===== src/rtl/mixcolumns_pipe.sv =====
// AES MixColumns / InvMixColumns stage, 1 or 2 register stages with valid/ready flow control.
// Optional MIXCOLUMNS_BYPASS_EN adds i_bypass, which passes blocks through untransformed.

// Per-byte doublings of one column; byte positions are preserved.
module mixcolumns_xt (
  input  logic [31:0] i_col,
  output logic [31:0] o_x2,
  output logic [31:0] o_x4,
  output logic [31:0] o_x8
);

  function automatic logic [7:0] xtime(input logic [7:0] b);
    return {b[6:0], 1'b0} ^ (b[7] ? 8'h1b : 8'h00);
  endfunction

  always_comb begin
    o_x2 = '0;
    o_x4 = '0;
    o_x8 = '0;
    for (int r = 0; r < 4; r++) begin
      o_x2[8*r +: 8] = xtime(i_col[8*r +: 8]);
      o_x4[8*r +: 8] = xtime(xtime(i_col[8*r +: 8]));
      o_x8[8*r +: 8] = xtime(xtime(xtime(i_col[8*r +: 8])));
    end
  end

endmodule

// Circulant matrix combine for one column; row 0 sits in the column MSB.
module mixcolumns_comb (
  input  logic [31:0] i_b,
  input  logic [31:0] i_x2,
  input  logic [31:0] i_x4,
  input  logic [31:0] i_x8,
  input  logic        i_inv,
  input  logic        i_bypass,
  output logic [31:0] o_col
);

  function automatic logic [7:0] byt(input logic [31:0] w, input int idx);
    return w[31-8*idx -: 8];
  endfunction

  always_comb begin
    logic [7:0] fwd;
    logic [7:0] inv;
    int r1;
    int r2;
    int r3;
    o_col = '0;
    for (int r = 0; r < 4; r++) begin
      r1 = (r + 1) % 4;
      r2 = (r + 2) % 4;
      r3 = (r + 3) % 4;
      fwd = byt(i_x2, r) ^ byt(i_x2, r1) ^ byt(i_b, r1) ^ byt(i_b, r2) ^ byt(i_b, r3);
      inv = (byt(i_x8, r)  ^ byt(i_x4, r)  ^ byt(i_x2, r))
          ^ (byt(i_x8, r1) ^ byt(i_x2, r1) ^ byt(i_b, r1))
          ^ (byt(i_x8, r2) ^ byt(i_x4, r2) ^ byt(i_b, r2))
          ^ (byt(i_x8, r3) ^ byt(i_b, r3));
      if (i_bypass)
        o_col[31-8*r -: 8] = byt(i_b, r);
      else if (i_inv)
        o_col[31-8*r -: 8] = inv;
      else
        o_col[31-8*r -: 8] = fwd;
    end
  end

endmodule

module mixcolumns_pipe #(
  parameter int WORD   = 32,
  parameter int NB     = 4,
  parameter int STAGES = 2
) (
  input  logic                 clk,
  input  logic                 rst,
  input  logic                 i_valid,
  output logic                 o_ready,
  input  logic                 i_inv,
  input  logic [WORD*NB-1:0]   i_block,
`ifdef MIXCOLUMNS_BYPASS_EN
  input  logic                 i_bypass,
`endif
  output logic                 o_valid,
  input  logic                 i_ready,
  output logic                 o_inv,
  output logic [WORD*NB-1:0]   o_block
);

  localparam int W = WORD * NB;

  logic         byp_in;
  logic [W-1:0] x2_w, x4_w, x8_w;
  logic [W-1:0] c_b, c_x2, c_x4, c_x8;
  logic [W-1:0] comb_w;
  logic         c_inv, c_byp;
  logic         src_valid;
  logic         out_adv;
  logic         out_load;

  logic         o_valid_q, o_valid_d;
  logic         o_inv_q, o_inv_d;
  logic [W-1:0] o_block_q, o_block_d;

`ifdef MIXCOLUMNS_BYPASS_EN
  assign byp_in = i_bypass;
`else
  assign byp_in = 1'b0;
`endif

  if (WORD != 32) begin : g_word_err
    $error("mixcolumns_pipe: WORD must be 32");
  end

  for (genvar c = 0; c < NB; c++) begin : g_col
    mixcolumns_xt u_xt (
      .i_col (i_block[WORD*(NB-c)-1 -: WORD]),
      .o_x2  (x2_w[WORD*(NB-c)-1 -: WORD]),
      .o_x4  (x4_w[WORD*(NB-c)-1 -: WORD]),
      .o_x8  (x8_w[WORD*(NB-c)-1 -: WORD])
    );
    mixcolumns_comb u_comb (
      .i_b      (c_b[WORD*(NB-c)-1 -: WORD]),
      .i_x2     (c_x2[WORD*(NB-c)-1 -: WORD]),
      .i_x4     (c_x4[WORD*(NB-c)-1 -: WORD]),
      .i_x8     (c_x8[WORD*(NB-c)-1 -: WORD]),
      .i_inv    (c_inv),
      .i_bypass (c_byp),
      .o_col    (comb_w[WORD*(NB-c)-1 -: WORD])
    );
  end

  if (STAGES == 1) begin : g_one
    assign c_b       = i_block;
    assign c_x2      = x2_w;
    assign c_x4      = x4_w;
    assign c_x8      = x8_w;
    assign c_inv     = i_inv;
    assign c_byp     = byp_in;
    assign src_valid = i_valid;
    assign o_ready   = out_adv;
  end else if (STAGES == 2) begin : g_two
    logic         a_valid_q, a_valid_d;
    logic         a_inv_q, a_inv_d;
    logic         a_byp_q, a_byp_d;
    logic [W-1:0] a_b_q, a_b_d;
    logic [W-1:0] a_x2_q, a_x2_d;
    logic [W-1:0] a_x4_q, a_x4_d;
    logic [W-1:0] a_x8_q, a_x8_d;
    logic         a_adv;
    logic         a_load;

    // Stage A may take a new block when empty or when its block moves on.
    always_comb begin
      a_adv     = !a_valid_q || out_adv;
      a_load    = i_valid && a_adv;
      a_valid_d = a_adv ? i_valid : a_valid_q;
      a_inv_d   = a_load ? i_inv   : a_inv_q;
      a_byp_d   = a_load ? byp_in  : a_byp_q;
      a_b_d     = a_load ? i_block : a_b_q;
      a_x2_d    = a_load ? x2_w    : a_x2_q;
      a_x4_d    = a_load ? x4_w    : a_x4_q;
      a_x8_d    = a_load ? x8_w    : a_x8_q;
    end

    always_ff @(posedge clk) begin
      if (!rst) begin
        a_valid_q <= 1'b0;
        a_inv_q   <= 1'b0;
        a_byp_q   <= 1'b0;
        a_b_q     <= '0;
        a_x2_q    <= '0;
        a_x4_q    <= '0;
        a_x8_q    <= '0;
      end else begin
        a_valid_q <= a_valid_d;
        a_inv_q   <= a_inv_d;
        a_byp_q   <= a_byp_d;
        a_b_q     <= a_b_d;
        a_x2_q    <= a_x2_d;
        a_x4_q    <= a_x4_d;
        a_x8_q    <= a_x8_d;
      end
    end

    assign c_b       = a_b_q;
    assign c_x2      = a_x2_q;
    assign c_x4      = a_x4_q;
    assign c_x8      = a_x8_q;
    assign c_inv     = a_inv_q;
    assign c_byp     = a_byp_q;
    assign src_valid = a_valid_q;
    assign o_ready   = a_adv;
  end else begin : g_stages_err
    $error("mixcolumns_pipe: STAGES must be 1 or 2");
  end

  // Output register; data only loads when a real block arrives.
  always_comb begin
    out_adv   = !o_valid_q || i_ready;
    out_load  = out_adv && src_valid;
    o_valid_d = out_adv ? src_valid : o_valid_q;
    o_inv_d   = out_load ? c_inv  : o_inv_q;
    o_block_d = out_load ? comb_w : o_block_q;
  end

  always_ff @(posedge clk) begin
    if (!rst) begin
      o_valid_q <= 1'b0;
      o_inv_q   <= 1'b0;
      o_block_q <= '0;
    end else begin
      o_valid_q <= o_valid_d;
      o_inv_q   <= o_inv_d;
      o_block_q <= o_block_d;
    end
  end

  assign o_valid = o_valid_q;
  assign o_inv   = o_inv_q;
  assign o_block = o_block_q;

endmodule


===== config.mk =====
export PLATFORM = sky130hd
export DESIGN_NAME = mixcolumns_pipe
export DESIGN_NICKNAME = d
export VERILOG_FILES = /design/src/rtl/mixcolumns_pipe.sv
export SDC_FILE = /design/constraint.sdc
export NUM_CORES = 2
export LEC_CHECK = 0
export CORE_ASPECT_RATIO = 1.5
export CORE_UTILIZATION = 41
export CTS_CLUSTER_DIAMETER = 150
export CTS_CLUSTER_SIZE = 28
export DETAILED_ROUTE_END_ITERATION = 6
export DONT_BUFFER_PORTS = 1
export SYNTH_ARGS = -nofsm -noshare
export SYNTH_HDL_FRONTEND = slang
export SYNTH_HIERARCHICAL = 1
export SYNTH_SLANG_ARGS = --single-unit
export TNS_END_PERCENT = 30

===== constraint.sdc =====
create_clock -name clk -period 2.5 [get_ports clk]
set_clock_uncertainty 0.05 [all_clocks]
set_input_delay 0.625 -clock clk [delete_from_list [all_inputs] [get_ports clk]]
set_output_delay 0.625 -clock clk [all_outputs]
set_load 0.1 [all_outputs]

==> qor.yml <==
cts.repair.resized: 0
start_util_pct: 41.5
power_leakage_uw: 0.0172
drtIter0Drc: 1821
syn_inst: 4294
critPathLaunchType: "register"
hpwl_um: 72600
grt_usage_pct: 21.1
grt_pass1_wl_um: 157000
row_count: 138
crit_path_cell_trace: "xor2_1 -> xnor3_1 -> or3_1 -> a31oi_1 -> buf_4 -> nand3_1 -> a21oi_1"
cts_max_level: 1
dr.pass1.iters: 5
drv_cap: 0
die_w_um: 255
num_io_pins: 264
viasPerCell: 5.15
clk_path_buf_depth: 3
instances_no_fill: 5207
grt_max_degree: 1028
fin_nets: 4080
max_stage_delay_ns: 0.52
p_per_area_nw_per_um2: 625
core_um2: 94600
routedWlPerCell_um: 20.0
setup_violations: 0
synth-edff-count: 0
drt_wl_total_um: 104000
cts_tree: "built"
cp-end-kind: "register"
numPortBuffers: 0
place.gp.congestion: 0.819
antenna_found_initial: 0
register_area_um2: 12900
die_h_um: 381
syn_to_final_growth_pct: 0.347
diodes: 0
cts_root_buf: "clkbuf_16"
hold_viol: 0
yosysSeqAreaShare_pct: 32.8
failed_checks: "max-slew violations"
slew_headroom_pct: -69.9
grt.overflow.total: 0
maxSlewViolCount: 517
report.power.total_uw: 24600
ys_warn_count: 6
finalSetupTns_ns: 0
critical_path.slowest_cell: "xnor3_1"
min_period_over_period_pct: 89.6
vias: 26800
cts_setup_buffers: 0
synth.cell_area_um2: 39300
antenna_left: 0
rsz0062_at_grt: "no"
async_flop_share_pct: 0
cts_hold_buf: 0
syn_area_per_cell_um2: 9.14
drc: 0
synth-seq-cells: 644
ys_types: 28
dieArea_um2: 97000
numCtsBuffers: 26
first_global_vias: 25200
path_class: "reg2reg"
clk_pin_slew_ns: 0.12
synth_ff_type: "dfxtp_1"
multiInputGateArea_um2: 22600
fin_crit_ns: 2.24
cp.arrival_ns: 2.77
required_ns: 3.03
drive_gt1_share_pct: 6.74
max_freq_ghz: 0.446
status: "finished with violations"
dp_cells: 5179
cp_max_fo: 4
insertion_delay_ns: 0.64
ir_drop_mv: 0.685
hp-class: "in2reg"
cts_sinks: 644
worstMarginPinSlew_ns: 2.55
nFillCells: 9451
path summary, 6_finish.rpt:
| check | cells past startpoint | start | end | slack (ns) |
|---|---|---|---|---|
| max reg2reg | 7 | c_x8[98] | o_block[122] | 0.26 |
| min reg2reg | 2 | c_x2[36] | c_x2[36] | 0.42 |
| min | 2 | i_valid | g_two.a_valid_q | 0.05 |
| max | 7 | c_x8[98] | o_block[122] | 0.26 |
power by group:
| part | switching (uW) | internal (uW) |
|---|---|---|
| clock | 3430 | 1950 |
| combinational | 4060 | 3520 |
| sequential | 629 | 11000 |
| total | 8120 | 16500 |
sequential cells by signal, indices dropped and copies added, names as in the netlist:
| register | flops |
|---|---|
| c_x2 | 128 |
| o_valid | 1 |
| o_block | 128 |
| c_x8 | 128 |
| c_x4 | 128 |
| o_inv | 1 |
| c_b | 128 |
| c_inv | 1 |
| g_two.a_valid_q | 1 |
through the flow:
step	hold slack, ns	setup WS [ns]	utilization, %	instance area [um2]
final	0.0482	0.260	41.6	39400
after global routing	0.0250	0.150	41.6	39400
after CTS	0.0124	0.241	41.6	39400
after detailed placement	0.407	0.288	40.9	38700
after global placement	0.401	0.315	40.9	38700
after floorplan	0.391	0.0579	-	39300
cell usage after synthesis, types with 5 or more instances:
cell	number	share of area, %
nand2_1	1027	9.8
dfxtp_1	644	33
mux2i_1	513	13
o21ai_0	257	3.3
buf_4	244	4.7
xor2_1	204	4.6
clkbuf_1	179	1.7
xnor2_1	172	3.8
xnor3_1	156	8.9
a21oi_1	131	1.7
nand3_1	129	1.6
nor2_1	129	1.2
a31oi_1	128	2.0
or3_1	128	2.0
buf_6	71	2.0
xor3_1	56	3.4
buf_2	47	0.60
xnor2_2	32	1.3
buf_8	14	0.54
xor2_2	12	0.50
buf_1	7	0.067
inv_2	5	0.048
placed cells by master (no fill, tap or decap), types with 12 or more instances in the layout:
| cell type | synthesis | layout |
|---|---|---|
| nand2_1 | 1027 | 1027 |
| dfxtp_1 | 644 | 642 |
| mux2i_1 | 513 | 513 |
| o21ai_0 | 257 | 257 |
| xor2_1 | 204 | 204 |
| xnor2_1 | 172 | 172 |
| buf_4 | 244 | 165 |
| xnor3_1 | 156 | 156 |
| a21oi_1 | 131 | 131 |
| nand3_1 | 129 | 129 |
| nor2_1 | 129 | 129 |
| or3_1 | 128 | 128 |
| a31oi_1 | 128 | 128 |
| xor3_1 | 56 | 56 |
| xnor2_2 | 32 | 32 |
| clkbuf_16 | 0 | 27 |
| buf_12 | 0 | 19 |
| xor2_2 | 12 | 12 |
cells by family after synthesis:
family / count (synthesis) / share of synthesized area (%)
compound gates: 517 / 7.02
xor+xnor: 632 / 22.6
buf+inv: 572 / 9.71
flops: 644 / 32.8
mux: 513 / 13.1
other cells: 1 / 0.00955
simple gates: 1415 / 14.8
final cells by class:
cell class	instances	share of cell area (%)
clock buffer	28	1.72
sequential	644	32.7
timing repair buffer	184	4.11
inverter	10	0.108
tap	1260	4.00
multi-input combinational	3081	57.3
routing by layer:
| metal | vias up | track usage (%) | wire [um] |
|---|---|---|---|
| li1 | 13300 | - | - |
| met1 | 12800 | 25.3 | 42000 |
| met2 | 532 | 37.5 | 52600 |
| met3 | 110 | 4.42 | 6710 |
| met4 | 0 | 5.94 | 2900 |
| met5 | - | 0 | 0 |
worst max-delay path: cells and delay by family, from the launching register on:
family | cells | cell delay, ns
compound gates | 2 | 0.41
simple gates | 2 | 0.44
xor+xnor | 2 | 0.73
flops | 1 | 0.37
buf+inv | 1 | 0.18
(Power assumes the default switching activity.)
